**src/rtl/stack_arbiter_if.sv**
```systemverilog
// Bundle of requester handshakes and stack-side strobes/flags for stack_arbiter.
// The slave modport is the arbiter's view; master is the requester/stack side.
interface stack_arbiter_if #(
  parameter int DATA_WIDTH = 2,
  parameter int DEPTH      = 16
);
  localparam int LEVEL_W = $clog2(DEPTH + 1);

  logic                  REQ_A;
  logic                  REQ_B;
  logic                  OP_A;
  logic                  OP_B;
  logic [DATA_WIDTH-1:0] WDATA_A;
  logic [DATA_WIDTH-1:0] WDATA_B;
  logic                  ACK_A;
  logic                  ACK_B;
  logic                  ERR_A;
  logic                  ERR_B;
  logic [DATA_WIDTH-1:0] RDATA_A;
  logic [DATA_WIDTH-1:0] RDATA_B;
  logic                  STK_PUSH;
  logic                  STK_POP;
  logic [DATA_WIDTH-1:0] STK_DATA_IN;
  logic [DATA_WIDTH-1:0] STK_DATA_OUT;
  logic                  STK_FULL;
  logic                  STK_EMPTY;
  logic [LEVEL_W-1:0]    LEVEL;

  modport slave (
    input  REQ_A, REQ_B, OP_A, OP_B, WDATA_A, WDATA_B,
    input  STK_DATA_OUT, STK_FULL, STK_EMPTY,
    output ACK_A, ACK_B, ERR_A, ERR_B, RDATA_A, RDATA_B,
    output STK_PUSH, STK_POP, STK_DATA_IN, LEVEL
  );

  modport master (
    output REQ_A, REQ_B, OP_A, OP_B, WDATA_A, WDATA_B,
    output STK_DATA_OUT, STK_FULL, STK_EMPTY,
    input  ACK_A, ACK_B, ERR_A, ERR_B, RDATA_A, RDATA_B,
    input  STK_PUSH, STK_POP, STK_DATA_IN, LEVEL
  );
endinterface

```
**src/rtl/stack_arbiter.sv**
```systemverilog
// Round-robin two-port arbiter that sequences one push/pop at a time onto a
// shared stack, with fixed 3-cycle grant-to-ack latency and occupancy tracking.
module stack_arbiter #(
  parameter int DATA_WIDTH = 2,
  parameter int DEPTH      = 16
) (
  input  logic            CLK,
  input  logic            RST,
  stack_arbiter_if.slave  bus
);
  localparam int LEVEL_W = $clog2(DEPTH + 1);
  localparam logic PORT_A = 1'b0;
  localparam logic PORT_B = 1'b1;

  typedef enum logic [1:0] {
    S_IDLE  = 2'd0,
    S_ISSUE = 2'd1,
    S_WAIT  = 2'd2,
    S_RESP  = 2'd3
  } state_t;

  state_t                state_q, state_d;
  logic                  last_q, last_d;
  logic                  port_q, port_d;
  logic                  op_q, op_d;
  logic                  reject_q, reject_d;
  logic                  stk_push_q, stk_push_d;
  logic                  stk_pop_q, stk_pop_d;
  logic [DATA_WIDTH-1:0] stk_data_in_q, stk_data_in_d;
  logic [LEVEL_W-1:0]    level_q, level_d;
  logic                  ack_a_q, ack_a_d, ack_b_q, ack_b_d;
  logic                  err_a_q, err_a_d, err_b_q, err_b_d;
  logic [DATA_WIDTH-1:0] rdata_a_q, rdata_a_d, rdata_b_q, rdata_b_d;

  logic                  grant_b_s;
  logic                  win_op_s;
  logic                  win_reject_s;
  logic [DATA_WIDTH-1:0] win_wdata_s;
  logic [DATA_WIDTH-1:0] result_s;

  // Next-state, grant selection and registered-output computation.
  always_comb begin
    state_d       = state_q;
    last_d        = last_q;
    port_d        = port_q;
    op_d          = op_q;
    reject_d      = reject_q;
    stk_push_d    = 1'b0;
    stk_pop_d     = 1'b0;
    stk_data_in_d = stk_data_in_q;
    level_d       = level_q;
    ack_a_d       = 1'b0;
    ack_b_d       = 1'b0;
    err_a_d       = 1'b0;
    err_b_d       = 1'b0;
    rdata_a_d     = rdata_a_q;
    rdata_b_d     = rdata_b_q;

    // B wins only if A is idle or A was granted last; LAST resets to B so A wins the first tie.
    grant_b_s    = bus.REQ_B && (!bus.REQ_A || (last_q == PORT_A));
    win_op_s     = grant_b_s ? bus.OP_B : bus.OP_A;
    win_wdata_s  = grant_b_s ? bus.WDATA_B : bus.WDATA_A;
    win_reject_s = (win_op_s && bus.STK_FULL) || (!win_op_s && bus.STK_EMPTY);
    result_s     = reject_q ? {DATA_WIDTH{1'b0}} : bus.STK_DATA_OUT;

    case (state_q)
      S_IDLE: begin
        if (bus.REQ_A || bus.REQ_B) begin
          state_d       = S_ISSUE;
          last_d        = grant_b_s;
          port_d        = grant_b_s;
          op_d          = win_op_s;
          reject_d      = win_reject_s;
          stk_data_in_d = win_wdata_s;
          stk_push_d    = win_op_s && !win_reject_s;
          stk_pop_d     = !win_op_s && !win_reject_s;
        end else begin
          state_d = S_IDLE;
        end
      end
      S_ISSUE: begin
        state_d = S_WAIT;
        if (reject_q) begin
          level_d = level_q;
        end else if (op_q) begin
          level_d = level_q + LEVEL_W'(1);
        end else begin
          level_d = level_q - LEVEL_W'(1);
        end
      end
      S_WAIT: begin
        state_d = S_RESP;
        if (port_q == PORT_B) begin
          ack_b_d   = 1'b1;
          err_b_d   = reject_q;
          rdata_b_d = result_s;
        end else begin
          ack_a_d   = 1'b1;
          err_a_d   = reject_q;
          rdata_a_d = result_s;
        end
      end
      S_RESP: begin
        state_d = S_IDLE;
      end
      default: begin
        state_d = S_IDLE;
      end
    endcase
  end

  // State and output registers with synchronous reset.
  always_ff @(posedge CLK) begin
    if (RST) begin
      state_q       <= S_IDLE;
      last_q        <= PORT_B;
      port_q        <= PORT_A;
      op_q          <= 1'b0;
      reject_q      <= 1'b0;
      stk_push_q    <= 1'b0;
      stk_pop_q     <= 1'b0;
      stk_data_in_q <= {DATA_WIDTH{1'b0}};
      level_q       <= {LEVEL_W{1'b0}};
      ack_a_q       <= 1'b0;
      ack_b_q       <= 1'b0;
      err_a_q       <= 1'b0;
      err_b_q       <= 1'b0;
      rdata_a_q     <= {DATA_WIDTH{1'b0}};
      rdata_b_q     <= {DATA_WIDTH{1'b0}};
    end else begin
      state_q       <= state_d;
      last_q        <= last_d;
      port_q        <= port_d;
      op_q          <= op_d;
      reject_q      <= reject_d;
      stk_push_q    <= stk_push_d;
      stk_pop_q     <= stk_pop_d;
      stk_data_in_q <= stk_data_in_d;
      level_q       <= level_d;
      ack_a_q       <= ack_a_d;
      ack_b_q       <= ack_b_d;
      err_a_q       <= err_a_d;
      err_b_q       <= err_b_d;
      rdata_a_q     <= rdata_a_d;
      rdata_b_q     <= rdata_b_d;
    end
  end

  assign bus.ACK_A       = ack_a_q;
  assign bus.ACK_B       = ack_b_q;
  assign bus.ERR_A       = err_a_q;
  assign bus.ERR_B       = err_b_q;
  assign bus.RDATA_A     = rdata_a_q;
  assign bus.RDATA_B     = rdata_b_q;
  assign bus.STK_PUSH    = stk_push_q;
  assign bus.STK_POP     = stk_pop_q;
  assign bus.STK_DATA_IN = stk_data_in_q;
  assign bus.LEVEL       = level_q;
endmodule

```
**src/flat_wrapper.sv**
```systemverilog
// flat-port wrapper written by rule: the top's interface ports become plain ports
module stack_arbiter_flat 
#(
  parameter int DATA_WIDTH = 2,
  parameter int DEPTH      = 16
)
  (CLK, RST, bus_REQ_A, bus_REQ_B, bus_OP_A, bus_OP_B, bus_WDATA_A, bus_WDATA_B, bus_STK_DATA_OUT, bus_STK_FULL, bus_STK_EMPTY, bus_ACK_A, bus_ACK_B, bus_ERR_A, bus_ERR_B, bus_RDATA_A, bus_RDATA_B, bus_STK_PUSH, bus_STK_POP, bus_STK_DATA_IN, bus_LEVEL);
  stack_arbiter_if #(.DATA_WIDTH(DATA_WIDTH), .DEPTH(DEPTH)) bus_i ();
  input  logic CLK;
  input  logic RST;
  input wire logic [$bits(bus_i.REQ_A)-1:0] bus_REQ_A;
  input wire logic [$bits(bus_i.REQ_B)-1:0] bus_REQ_B;
  input wire logic [$bits(bus_i.OP_A)-1:0] bus_OP_A;
  input wire logic [$bits(bus_i.OP_B)-1:0] bus_OP_B;
  input wire logic [$bits(bus_i.WDATA_A)-1:0] bus_WDATA_A;
  input wire logic [$bits(bus_i.WDATA_B)-1:0] bus_WDATA_B;
  input wire logic [$bits(bus_i.STK_DATA_OUT)-1:0] bus_STK_DATA_OUT;
  input wire logic [$bits(bus_i.STK_FULL)-1:0] bus_STK_FULL;
  input wire logic [$bits(bus_i.STK_EMPTY)-1:0] bus_STK_EMPTY;
  output wire logic [$bits(bus_i.ACK_A)-1:0] bus_ACK_A;
  output wire logic [$bits(bus_i.ACK_B)-1:0] bus_ACK_B;
  output wire logic [$bits(bus_i.ERR_A)-1:0] bus_ERR_A;
  output wire logic [$bits(bus_i.ERR_B)-1:0] bus_ERR_B;
  output wire logic [$bits(bus_i.RDATA_A)-1:0] bus_RDATA_A;
  output wire logic [$bits(bus_i.RDATA_B)-1:0] bus_RDATA_B;
  output wire logic [$bits(bus_i.STK_PUSH)-1:0] bus_STK_PUSH;
  output wire logic [$bits(bus_i.STK_POP)-1:0] bus_STK_POP;
  output wire logic [$bits(bus_i.STK_DATA_IN)-1:0] bus_STK_DATA_IN;
  output wire logic [$bits(bus_i.LEVEL)-1:0] bus_LEVEL;
  assign bus_i.REQ_A = bus_REQ_A;
  assign bus_i.REQ_B = bus_REQ_B;
  assign bus_i.OP_A = bus_OP_A;
  assign bus_i.OP_B = bus_OP_B;
  assign bus_i.WDATA_A = bus_WDATA_A;
  assign bus_i.WDATA_B = bus_WDATA_B;
  assign bus_i.STK_DATA_OUT = bus_STK_DATA_OUT;
  assign bus_i.STK_FULL = bus_STK_FULL;
  assign bus_i.STK_EMPTY = bus_STK_EMPTY;
  assign bus_ACK_A = bus_i.ACK_A;
  assign bus_ACK_B = bus_i.ACK_B;
  assign bus_ERR_A = bus_i.ERR_A;
  assign bus_ERR_B = bus_i.ERR_B;
  assign bus_RDATA_A = bus_i.RDATA_A;
  assign bus_RDATA_B = bus_i.RDATA_B;
  assign bus_STK_PUSH = bus_i.STK_PUSH;
  assign bus_STK_POP = bus_i.STK_POP;
  assign bus_STK_DATA_IN = bus_i.STK_DATA_IN;
  assign bus_LEVEL = bus_i.LEVEL;
  stack_arbiter #(.DATA_WIDTH(DATA_WIDTH), .DEPTH(DEPTH)) u_core (.CLK(CLK), .RST(RST), .bus(bus_i));
endmodule
```
**config.mk**
```make
export PLATFORM = sky130hd
export DESIGN_NAME = stack_arbiter_flat
export DESIGN_NICKNAME = d
export VERILOG_FILES = /design/src/rtl/stack_arbiter_if.sv /design/src/rtl/stack_arbiter.sv /design/src/flat_wrapper.sv
export SDC_FILE = /design/constraint.sdc
export NUM_CORES = 1
export LEC_CHECK = 0
export CAP_MARGIN = 15
export CORE_AREA = 2 2 53 55
export CTS_CLUSTER_DIAMETER = 150
export DETAILED_ROUTE_END_ITERATION = 7
export DIE_AREA = 0 0 55 57
export GPL_TIMING_DRIVEN = 0
export PLACE_DENSITY = 0.83
export SLEW_MARGIN = 10
export SYNTH_ARGS = -nofsm -noshare
export SYNTH_HDL_FRONTEND = slang
export SYNTH_SLANG_ARGS = --single-unit
```
**constraint.sdc**
```tcl
create_clock -name CLK -period 3 [get_ports CLK]
set_input_delay 0.9 -clock CLK [delete_from_list [all_inputs] [get_ports CLK]]
set_output_delay 0.9 -clock CLK [all_outputs]
set_load 0.01 [all_outputs]
```
# After elaboration in Yosys (flattened, before gate mapping)
# Index checks and enable logic that the tools add are counted.
totals:
  input_bits: 14
  out_inout_bits: 17
  register_bits: 23
classes:
  addsub: 2
  n_reduce_logical: 20
  muxes: 8
  n_eq_ne: 3
  bitwise: 6
op_table:
  columns: ["cell", "count"]
  rows:
  - ["OR reduction 3 bit", 3]
  - ["one-hot mux 2 bit (4 select lines)", 1]
  - ["AND reduction 2 bit", 4]
  - ["inverter 1 bit", 6]
  - ["adder 5 x 1 -> 5 bit (second input constant)", 1]
  - ["logical AND 1 bit", 5]
  - ["2-to-1 mux 5 bit", 1]
  - ["subtractor 5 x 1 -> 5 bit (second input constant)", 1]
  - ["== test 2 bit (second input constant)", 2]
  - ["2-to-1 mux 1 bit", 4]
  - ["2-to-1 mux 2 bit", 2]
  - ["zero test 1 bit", 3]
  - ["logical OR 1 bit", 3]
  - ["== test 2 x 1 -> 1 bit (second input constant)", 1]
  - ["zero test 2 bit", 1]
  - ["OR reduction 2 bit", 1]

# Longest topological paths before layout
# Gate-level depths: netlist of the first run.
logic_depth:
  depth_word: 9
  mapped_depth: 7

# Worst setup path before layout of the first run
# No wires, ideal clock.
synth_path:
  kind: "register to register"
  start: "reg u_core.level_q[0], in the netlist u_core.bus.LEVEL[0]"
  end: "reg u_core.level_q[4], in the netlist u_core.bus.LEVEL[4]"
  slack_ps: 1147
  path_buffers: 0
  t_arrival_ps: 1730
  period_less_slack_ps: 1853
  stages_incl_launch_ff: 7
  path_cell_list: "dfxtp_1 inv_1 fa_1 nand2b_1 a21oi_1 mux2i_1 mux2_1"
synth_via:
  elab_chain_len: 2
synth_lines:
  columns: ["item", "line", "source"]
  rows:
  - ["from (decl)", "stack_arbiter.sv:30", "logic [LEVEL_W-1:0] level_q, level_d;"]
  - ["from (signal assigned)", "stack_arbiter.sv:123", "level_q <= {LEVEL_W{1'b0}};"]
  - ["from (signal assigned)", "stack_arbiter.sv:139", "level_q <= level_d;"]
  - ["subtractor 5 x 1 -> 5 bit or adder 5 x 1 -> 5 bit (tied branches)", "stack_arbiter.sv:88, stack_arbiter.sv:86", null]
  - ["2-to-1 mux 5 bit *", "stack_arbiter.sv:85", "end else if (op_q) begin"]
# Mark *: on every way between the ends. The rest lies on a longest branch, timed or not.
# A chain may end at the register's enable or synchronous reset.

# Worst setup path after layout of the first run
layout_path:
  start: "reg u_core.level_q[0], in the netlist u_core.bus.LEVEL[0]"
  end: "out bus_LEVEL[0]"
layout_lines:
  columns: ["item", "line", "source"]
  rows:
  - ["to (decl)", "flat_wrapper.sv:29", "output wire logic [$bits(bus_i.LEVEL)-1:0] bus_LEVEL;"]
# No word-level cell between the ends.

==> results.cfg, run 1 <==
[power]
finalPower_mw = 0.8151
comb_power_share_pct = 35.8
powerDensity_mw_per_mm2 = 572.9
swShare_pct = 32.42
p_seq_share_pct = 46.5
p_leak_nw = 0.5573
irDropWorstVdd_uv = 319.9
pwr-share-clk_pct = 17.7
p_int_mw = 0.5508
switching_power_mw = 0.2643

[worst_setup_path]
crit_type = flop to output pin
required_ps = 2100
reg2reg_slack_ps = 1090
end_kind = output pin
worst-r2r-cell-count = 6
slowest_delay_ps = 560
crit_arrival_ps = 1280
r2r-end = u_core.bus.LEVEL[4]
path_cells = clkdlybuf4s50_1
reg2reg_from = u_core.bus.LEVEL[0]
crit_family = buffers and inverters
startpoint_type = flop
worst-path-buf-inv = 1
slowest_stage = clkdlybuf4s50_1
path_max_fanout = 4

[layout]
diodes = 0
area_delta_synth_final_pct = 34.72
multi_input_area_um2 = 560.5
drive_above_1_share_pct = 9.722
final_cell_mix = clkdlybuf4s50_1 (30), dfxtp_1 (23), nand2_1 (13)
regArea_um2 = 460.4
layout_commonest_cell = clkdlybuf4s50_1
fin_cells = 175
final_nets = 167
nFillCells = 238

[global_route]
overflow = 0
grt_pass1_vias = 881
grt_max_degree = 14
antenna_found_initial = 0
grt_use_total_pct = 15.77
grt_first_pass_wirelength_um = 3629

[routing]
dr.first_iter.drc_count = 15
wl_um = 2200
dr.pass1.iters = 4
viasPerCell = 5.194
vias = 909
ant_nets = 0
routedWlPerCell_um = 12.57
drc_errors = 0

[clocking]
root_buffer = clkbuf_4
cts_tree = built
clock_path_buffers = 2
cts_setup_buffers = 0
clkLatencyLatePin_ps = 310
cts.sinks = 23
h-tree-depth = 1
numCtsBuffers = 3
clk_pin_slew_worst_paths_ps = 120
hold_buffers = 0
cts_resized = 0

[sta]
final-max-slew-violation-count = 0
finalCritPeriodShare_pct = 72.58
fin_worst_skew_ps = 1.769
rsz0062_at_grt = no
holdWs_ps = 472.1
hold_violations = 0
fin_crit_ps = 2177
slew_headroom_pct = 69.81
setup_violations = 0
finalSetupTns_ps = 0
fmax_ghz = 0.4593
worst_pin_slew_ps = 452.9

[floorplanning]
core-area_mm2 = 0.002615
die-area_mm2 = 0.003135
rows = 19
top_level_ports = 31
die_width_um = 55
initial_core_util_pct = 40.38
die_y_um = 57

[synthesis]
synth.area.top_cells = dfxtp_1 (44%), ha_1 (8.3%), mux2i_1 (6.6%)
yosysWarnings = 0
syn_area_per_cell_um2 = 9.600
yosys.area.top_type = dfxtp_1
synth_cell_type_count = 32
synth_area_mm2 = 0.001056
seq_area_frac_synth_pct = 43.60
synth_top_area_share_pct = 43.60
synthFlopType = dfxtp_1
syn_inst = 110
synth-seq-cells = 23
synth_fp_nets = 132
synth_edf_count = 0
async_flop_share_pct = 0

[hold_path]
hold_path.class = flop to flop
min_to = u_core.bus.RDATA_B[1]
hold_start = u_core.bus.RDATA_B[1]
hold_path_depth = 2

[placed_design]
io_buffers = 30
dp_hpwl_um = 1775
dp_cells = 171
routabilityCongestion = 0.7718

[run]
maxCapViolations = 0

[run_status]
outcome = finished clean
[registers in the layout (all words and copies together), names as in the netlist]
name,count
u_core.bus.STK_DATA_IN,2
u_core.reject_q,1
u_core.bus.ERR_A,1
u_core.bus.LEVEL,5
u_core.bus.ERR_B,1
u_core.op_q,1
u_core.port_q,1
u_core.last_q,1
u_core.bus.RDATA_A,2
u_core.state_q,2
u_core.bus.ACK_B,1
u_core.bus.STK_POP,1
u_core.bus.STK_PUSH,1
u_core.bus.ACK_A,1
u_core.bus.RDATA_B,2
[synthesized netlist by cell type, drive strengths merged, types with 2 or more instances]
cell and number:
mux2i 7, o21ai 3, nand2 13, nor2b 8
inv 5, dfxtp 23, nor2 8, mux2 2
buf 2, a21oi 8, nand2b 3, or2 2
nand3 4, nor3b 2, ha 7, nor3 2
[layout make-up]
type	count	area share, %
plain buffers	3	1.143
inverters	5	1.319
well taps	31	2.726
multi-input cells	79	39.40
repair buffers	30	21.11
clock buffers	3	1.583
flip-flops and latches	23	32.37
clock inverters	1	0.3518
[how the worst max path moves through the flow]
| stage | cells past startpoint | start | slack (ps) | endpoint |
|---|---|---|---|---|
| 2_1_floorplan | 6 | u_core.bus.LEVEL[0] | 1150 | u_core.bus.LEVEL[4] |
| 4_1_cts | 1 | u_core.bus.LEVEL[0] | 810 | bus_LEVEL[0] |
| 5_1_grt | 1 | u_core.bus.LEVEL[1] | 750 | bus_LEVEL[1] |
| 6_report | 1 | u_core.bus.LEVEL[0] | 820 | bus_LEVEL[0] |
| 3_3_place_gp | 4 | bus_REQ_B | 640 | u_core.op_q |
| 3_5_place_dp | 4 | bus_REQ_B | 610 | u_core.op_q |
[routing by layer]
metal | vias to the layer above | GRT usage [%] | share of wire [%]
met5 | - | 0 | 0
met4 | 0 | 8.362 | 2.0
met3 | 4 | 4.188 | 5.6
met2 | 28 | 26.19 | 53
met1 | 434 | 17.89 | 40
li1 | 443 | - | -
[logic make-up after synthesis]
logic type,share of synthesized area [%]
and+or+nand+nor,22.39
adders and majority gates,10.19
muxes,9.123
buffers and inverters,3.317
DFF,43.60
AOI/OAI and AO/OA,11.37
[power by group through the flow]
stage | Combinational [mW] | Sequential (mW) | Clock (mW)
finish | 0.292 | 0.379 | 0.144
global route | 0.327 | 0.385 | 0.166
CTS | 0.292 | 0.379 | 0.150
detailed placement | 0.291 | 0.387 | 0
global placement | 0.273 | 0.383 | 0
floorplan | 0.173 | 0.392 | 0
[stage by stage]
step | worst slack, ps | utilization (%) | cell area [µm²]
after global routing | 748.6 | 54.40 | 1423
after detailed placement | 607.7 | 53.35 | 1395
final | 822.7 | 54.40 | 1423
after CTS | 813.2 | 54.40 | 1423
after global placement | 637.5 | 53.35 | 1395
after floorplan | 1147 | - | 1056
Note: power is estimated with default switching activity, not from simulation.
==> run 2: changes to the inputs <==
--- a/config.mk
+++ b/config.mk
@@ -6,12 +6,12 @@
 export NUM_CORES = 1
 export LEC_CHECK = 0
 export CAP_MARGIN = 15
-export CORE_AREA = 2 2 53 55
+export CORE_AREA = 2 2 54 56
 export CTS_CLUSTER_DIAMETER = 150
 export DETAILED_ROUTE_END_ITERATION = 7
-export DIE_AREA = 0 0 55 57
+export DIE_AREA = 0 0 56 58
 export GPL_TIMING_DRIVEN = 0
-export PLACE_DENSITY = 0.83
+export PLACE_DENSITY = 0.84
 export SLEW_MARGIN = 10
 export SYNTH_ARGS = -nofsm -noshare
 export SYNTH_HDL_FRONTEND = slang
==> constraint.sdc (replaced) <==
create_clock -name CLK -period 1.94 [get_ports CLK]
set_input_delay 0.582 -clock CLK [delete_from_list [all_inputs] [get_ports CLK]]
set_output_delay 0.582 -clock CLK [all_outputs]
set_load 0.01 [all_outputs]
==> run 2 against run 1 <==
  * Sequential share of layout area hardly changed
  * First-iteration DRC count is 27% higher
  * Sequential power is 56% higher
  * Power is 56% higher
  * Setup slack worse by 720 ps
  * Combinational power is 61% higher
  * Worst hold slack worse by 3.4 ps
  * Sequential cell count stayed put
  * Critical endpoint is now u_core.bus.LEVEL[4]
==> results.cfg, run 2 (same netlist as run 1, synthesis figures left out) <==
[clocking]
clkLatencyLatePin_ps = 310
clock_path_buffers = 2
cts_tree = built
cts.sinks = 23
h-tree-depth = 1
hold_buffers = 0
root_buffer = clkbuf_4
cts_resized = 1
clk_pin_slew_worst_paths_ps = 120
numCtsBuffers = 3
cts_setup_buffers = 0

[floorplanning]
initial_core_util_pct = 39.66
core-area_mm2 = 0.002663
top_level_ports = 31
die_y_um = 58
die_width_um = 56
die-area_mm2 = 0.003248
rows = 19

[worst_setup_path]
crit_arrival_ps = 2030
required_ps = 2140
startpoint_type = flop
end_kind = flop
crit_type = flop to flop
reg2reg_slack_ps = 110
path_max_fanout = 4
slowest_stage = fa_1
slowest_delay_ps = 450
path_cells = inv_1 > fa_1 > nand2b_4 > a21oi_2 > mux2i_1 > mux2_1

[sta]
worst_pin_slew_ps = 426.1
hold_violations = 0
fin_crit_ps = 1833
final-max-slew-violation-count = 0
slew_headroom_pct = 71.60
fmax_ghz = 0.5455
finalCritPeriodShare_pct = 94.50
holdWs_ps = 468.7
fin_worst_skew_ps = 5.960
finalSetupTns_ps = 0
setup_violations = 0
setup_ws_ps = 106.7
rsz0062_at_grt = no

[routing]
drc_errors = 0
ant_nets = 0
viasPerCell = 5.006
wl_um = 2156
dr.first_iter.drc_count = 19
vias = 876
routedWlPerCell_um = 12.32
dr.pass1.iters = 4

[global_route]
grt_first_pass_wirelength_um = 3581
grt_use_total_pct = 13.82
grt_max_degree = 13
antenna_found_initial = 0
overflow = 0
grt_pass1_vias = 927

[layout]
diodes = 0
area_delta_synth_final_pct = 36.14
layout_commonest_cell = clkdlybuf4s50_1
drive_above_1_share_pct = 11.81
nFillCells = 247
final_nets = 167
fin_cells = 175
final_cell_mix = clkdlybuf4s50_1 (30), dfxtp_1 (21), nand2_1 (13)
largest_register_ffs = 5

[placed_design]
place_ws_ps = -128.8
routabilityCongestion = 0.7823
dp_cells = 171
io_buffers = 30
dp_hpwl_um = 1766

[hold_path]
hold_path.class = flop to flop

[run_status]
outcome = finished clean

[power]
p_leak_nw = 0.5647
powerDensity_mw_per_mm2 = 886.2
irDropWorstVdd_uv = 498.4
finalPower_mw = 1.274

[run]
maxCapViolations = 0
run 2: cell count changes in the layout (fill, tap and decap cells not counted), sizes merged:
| cell | delta |
|---|---|
| clkinv | -1 |
| clkbuf | +1 |
run 2: worst max-delay path: cells and delay by family (launching register included):
family	cells	cell delay (ps)
adder cells (fa/ha/maj)	1	450
multiplexers	2	550
AO/OA/AOI/OAI	1	130
AND/OR/NAND/NOR	1	160
flip-flops	1	380
buffers and inverters	1	60
run 2: power breakdown:
part	leakage, nW	internal (mW)	switching (mW)	total, mW
clock	0.0150	0.0803	0.134	0.214
sequential	0.189	0.537	0.0542	0.591
combinational	0.361	0.252	0.217	0.469
run 2: final cells by class:
type / count / area, µm² / share of cell area [%]
inverters: 5 / 18.77 / 1.305
multi-input cells: 79 / 571.8 / 39.77
well taps: 31 / 38.79 / 2.698
plain buffers: 3 / 16.27 / 1.131
clock buffers: 4 / 26.28 / 1.828
repair buffers: 30 / 300.3 / 20.89
flip-flops and latches: 23 / 465.4 / 32.38
run 2: final timing paths:
path	startpoint	to	cells after the start
setup / recovery	u_core.bus.LEVEL[0]	u_core.bus.LEVEL[4]	6
hold / removal	u_core.bus.RDATA_B[0]	u_core.bus.RDATA_B[0]	2
setup reg to reg	u_core.bus.LEVEL[0]	u_core.bus.LEVEL[4]	6
hold reg to reg	u_core.bus.RDATA_B[0]	u_core.bus.RDATA_B[0]	2
run 2: routing by layer:
layer	global-route usage, %	routed length (µm)	up-vias
li1	-	-	445
met3	2.902	78	2
met4	5.782	17	0
met2	27.23	1191	21
met5	0	0	-
met1	14.03	869	408
run 2: per-stage QoR:
step | cell area [µm²] | utilization [%]
floorplan | 1056 | -
detailed placement | 1395 | 52.40
CTS | 1423 | 53.43
global route | 1438 | 53.99
finish | 1438 | 53.99
global placement | 1395 | 52.40
==> run 3: changes to the inputs <==
--- a/config.mk
+++ b/config.mk
@@ -6,10 +6,10 @@
 export NUM_CORES = 1
 export LEC_CHECK = 0
 export CAP_MARGIN = 15
-export CORE_AREA = 2 2 54 56
+export CORE_AREA = 3 3 55 57
 export CTS_CLUSTER_DIAMETER = 150
 export DETAILED_ROUTE_END_ITERATION = 7
-export DIE_AREA = 0 0 56 58
+export DIE_AREA = 0 0 58 60
 export GPL_TIMING_DRIVEN = 0
 export PLACE_DENSITY = 0.84
 export SLEW_MARGIN = 10
==> run 3 against run 2 <==
  * Clock power up 3%
  * Critical path depth unchanged
  * Routed wire length rose by 0.51%
  * Final cell count did not move
  * Global-route usage grew 0.36 points
  * Combinational power decreased by 1%
  * Sequential share of layout area decreased by 0.12 points
  * Sequential power is essentially flat
  * Critical path type unchanged
==> results.cfg, run 3 (same netlist as run 1, synthesis figures left out) <==
[layout]
diodes = 0
drive_above_1_share_pct = 12.41
largest_register_ffs = 5
final_cell_mix = clkdlybuf4s50_1 (30), dfxtp_1 (21), nand2_1 (13)
final_nets = 168
final_cell_area_mm2 = 0.001435
layout_commonest_cell = clkdlybuf4s50_1
post-route-util_pct = 56.89
area_delta_synth_final_pct = 35.90

[power]
powerDensity_mw_per_mm2 = 885.8
p_leak_nw = 0.5636
irDropWorstVdd_uv = 472.1
finalPower_mw = 1.271

[hold_path]
hold_path.class = flop to flop

[sta]
rsz0062_at_grt = no
slew_headroom_pct = 71.99
hold_violations = 0
holdWs_ps = 477.5
fin_crit_ps = 1855
finalSetupTns_ps = 0
worst_pin_slew_ps = 420.1
fin_worst_skew_ps = 13.99
final-max-slew-violation-count = 0
finalCritPeriodShare_pct = 95.60
fmax_ghz = 0.5392
setup_violations = 0

[clocking]
h-tree-depth = 1
cts_tree = built
numCtsBuffers = 3
clock_path_buffers = 2
clk_pin_slew_worst_paths_ps = 140
root_buffer = clkbuf_4
hold_buffers = 0
clkLatencyLatePin_ps = 310
cts.sinks = 23

[worst_setup_path]
worst-r2r-cell-count = 6
reg2reg_slack_ps = 90
reg2reg_from = u_core.bus.LEVEL[0]
cp-startpoint = u_core.bus.LEVEL[0]
path_max_fanout = 3
worstSetupEndpoint = u_core.bus.LEVEL[4]
end_kind = flop
required_ps = 2140
r2r-end = u_core.bus.LEVEL[4]
startpoint_type = flop
crit_arrival_ps = 2050
crit_type = flop to flop

[global_route]
antenna_found_initial = 0
grt_first_pass_wirelength_um = 3836
overflow = 0
grt_max_degree = 14
grt_pass1_vias = 900
grt_use_total_pct = 14.18

[routing]
viasPerCell = 4.937
dr.first_iter.drc_count = 4
wl_um = 2167
vias = 864
routedWlPerCell_um = 12.38
dr.pass1.iters = 4
drc_errors = 0
ant_nets = 0

[run]
maxCapViolations = 0

[floorplanning]
die-area_mm2 = 0.003480
rows = 18
die_y_um = 60
top_level_ports = 31
initial_core_util_pct = 41.87
core-area_mm2 = 0.002522
die_width_um = 58

[placed_design]
placed_cell_area_mm2 = 0.001394
io_buffers = 30
routabilityCongestion = 0.7561
dp_hpwl_um = 1743

[run_status]
outcome = finished clean
[run 3: where the power goes]
| part | total, mW | switching [mW] | internal [mW] |
|---|---|---|---|
| Combinational | 0.463 | 0.215 | 0.248 |
| Sequential | 0.588 | 0.0513 | 0.536 |
| Clock | 0.221 | 0.144 | 0.0768 |
| Total | 1.27 | 0.410 | 0.861 |
[run 3: cell type report]
class	instances	area (µm²)
sequential	23	462.9
clock buffer	3	22.52
tap	30	37.54
buffer	3	16.27
timing repair buffer	31	307.8
fill	240	1087
clock inverter	1	5.005
inverter	5	18.77
multi-input combinational	79	564.3
[run 3: layer usage]
metal  wire [µm]  GRT usage (%)
met1         904          15.81
met2        1101          25.81
met3         137          3.672
met4          25          5.298
met5           0              0
[run 3: worst min-delay path by stage]
stage	cells after the start	slack, ps	start	to
2_1_floorplan	2	480	u_core.reject_q	u_core.reject_q
3_3_place_gp	2	440	u_core.bus.STK_DATA_IN[1]	u_core.bus.STK_DATA_IN[1]
3_5_place_dp	2	450	u_core.bus.STK_DATA_IN[1]	u_core.bus.STK_DATA_IN[1]
4_1_cts	2	480	u_core.bus.RDATA_B[1]	u_core.bus.RDATA_B[1]
5_1_grt	2	500	u_core.bus.RDATA_B[1]	u_core.bus.RDATA_B[1]
6_report	2	480	u_core.bus.RDATA_B[1]	u_core.bus.RDATA_B[1]
[run 3: metrics by stage]
stage / worst slack, ps / cells
floorplan: 86.61 / 110
global placement: -106.3 / 170
detailed placement: -112.2 / 170
CTS: 6.426 / 174
global route: 12.09 / 175
finish: 85.41 / 175
[run 3: worst max-delay path: stages, from the launching register on]
cell and delay (ps):
dfxtp_2 370, inv_1 70, fa_1 450, nand2b_1 190, a21oi_2 140, mux2i_1 210
mux2_1 330
[run 3: what timing repair did]
action | in CTS | in global routing
setup buffers | 0 | 1
gates resized for setup | 1 | 2
endpoints found under the setup margin | 1 | 1
pin swaps | 0 | 0
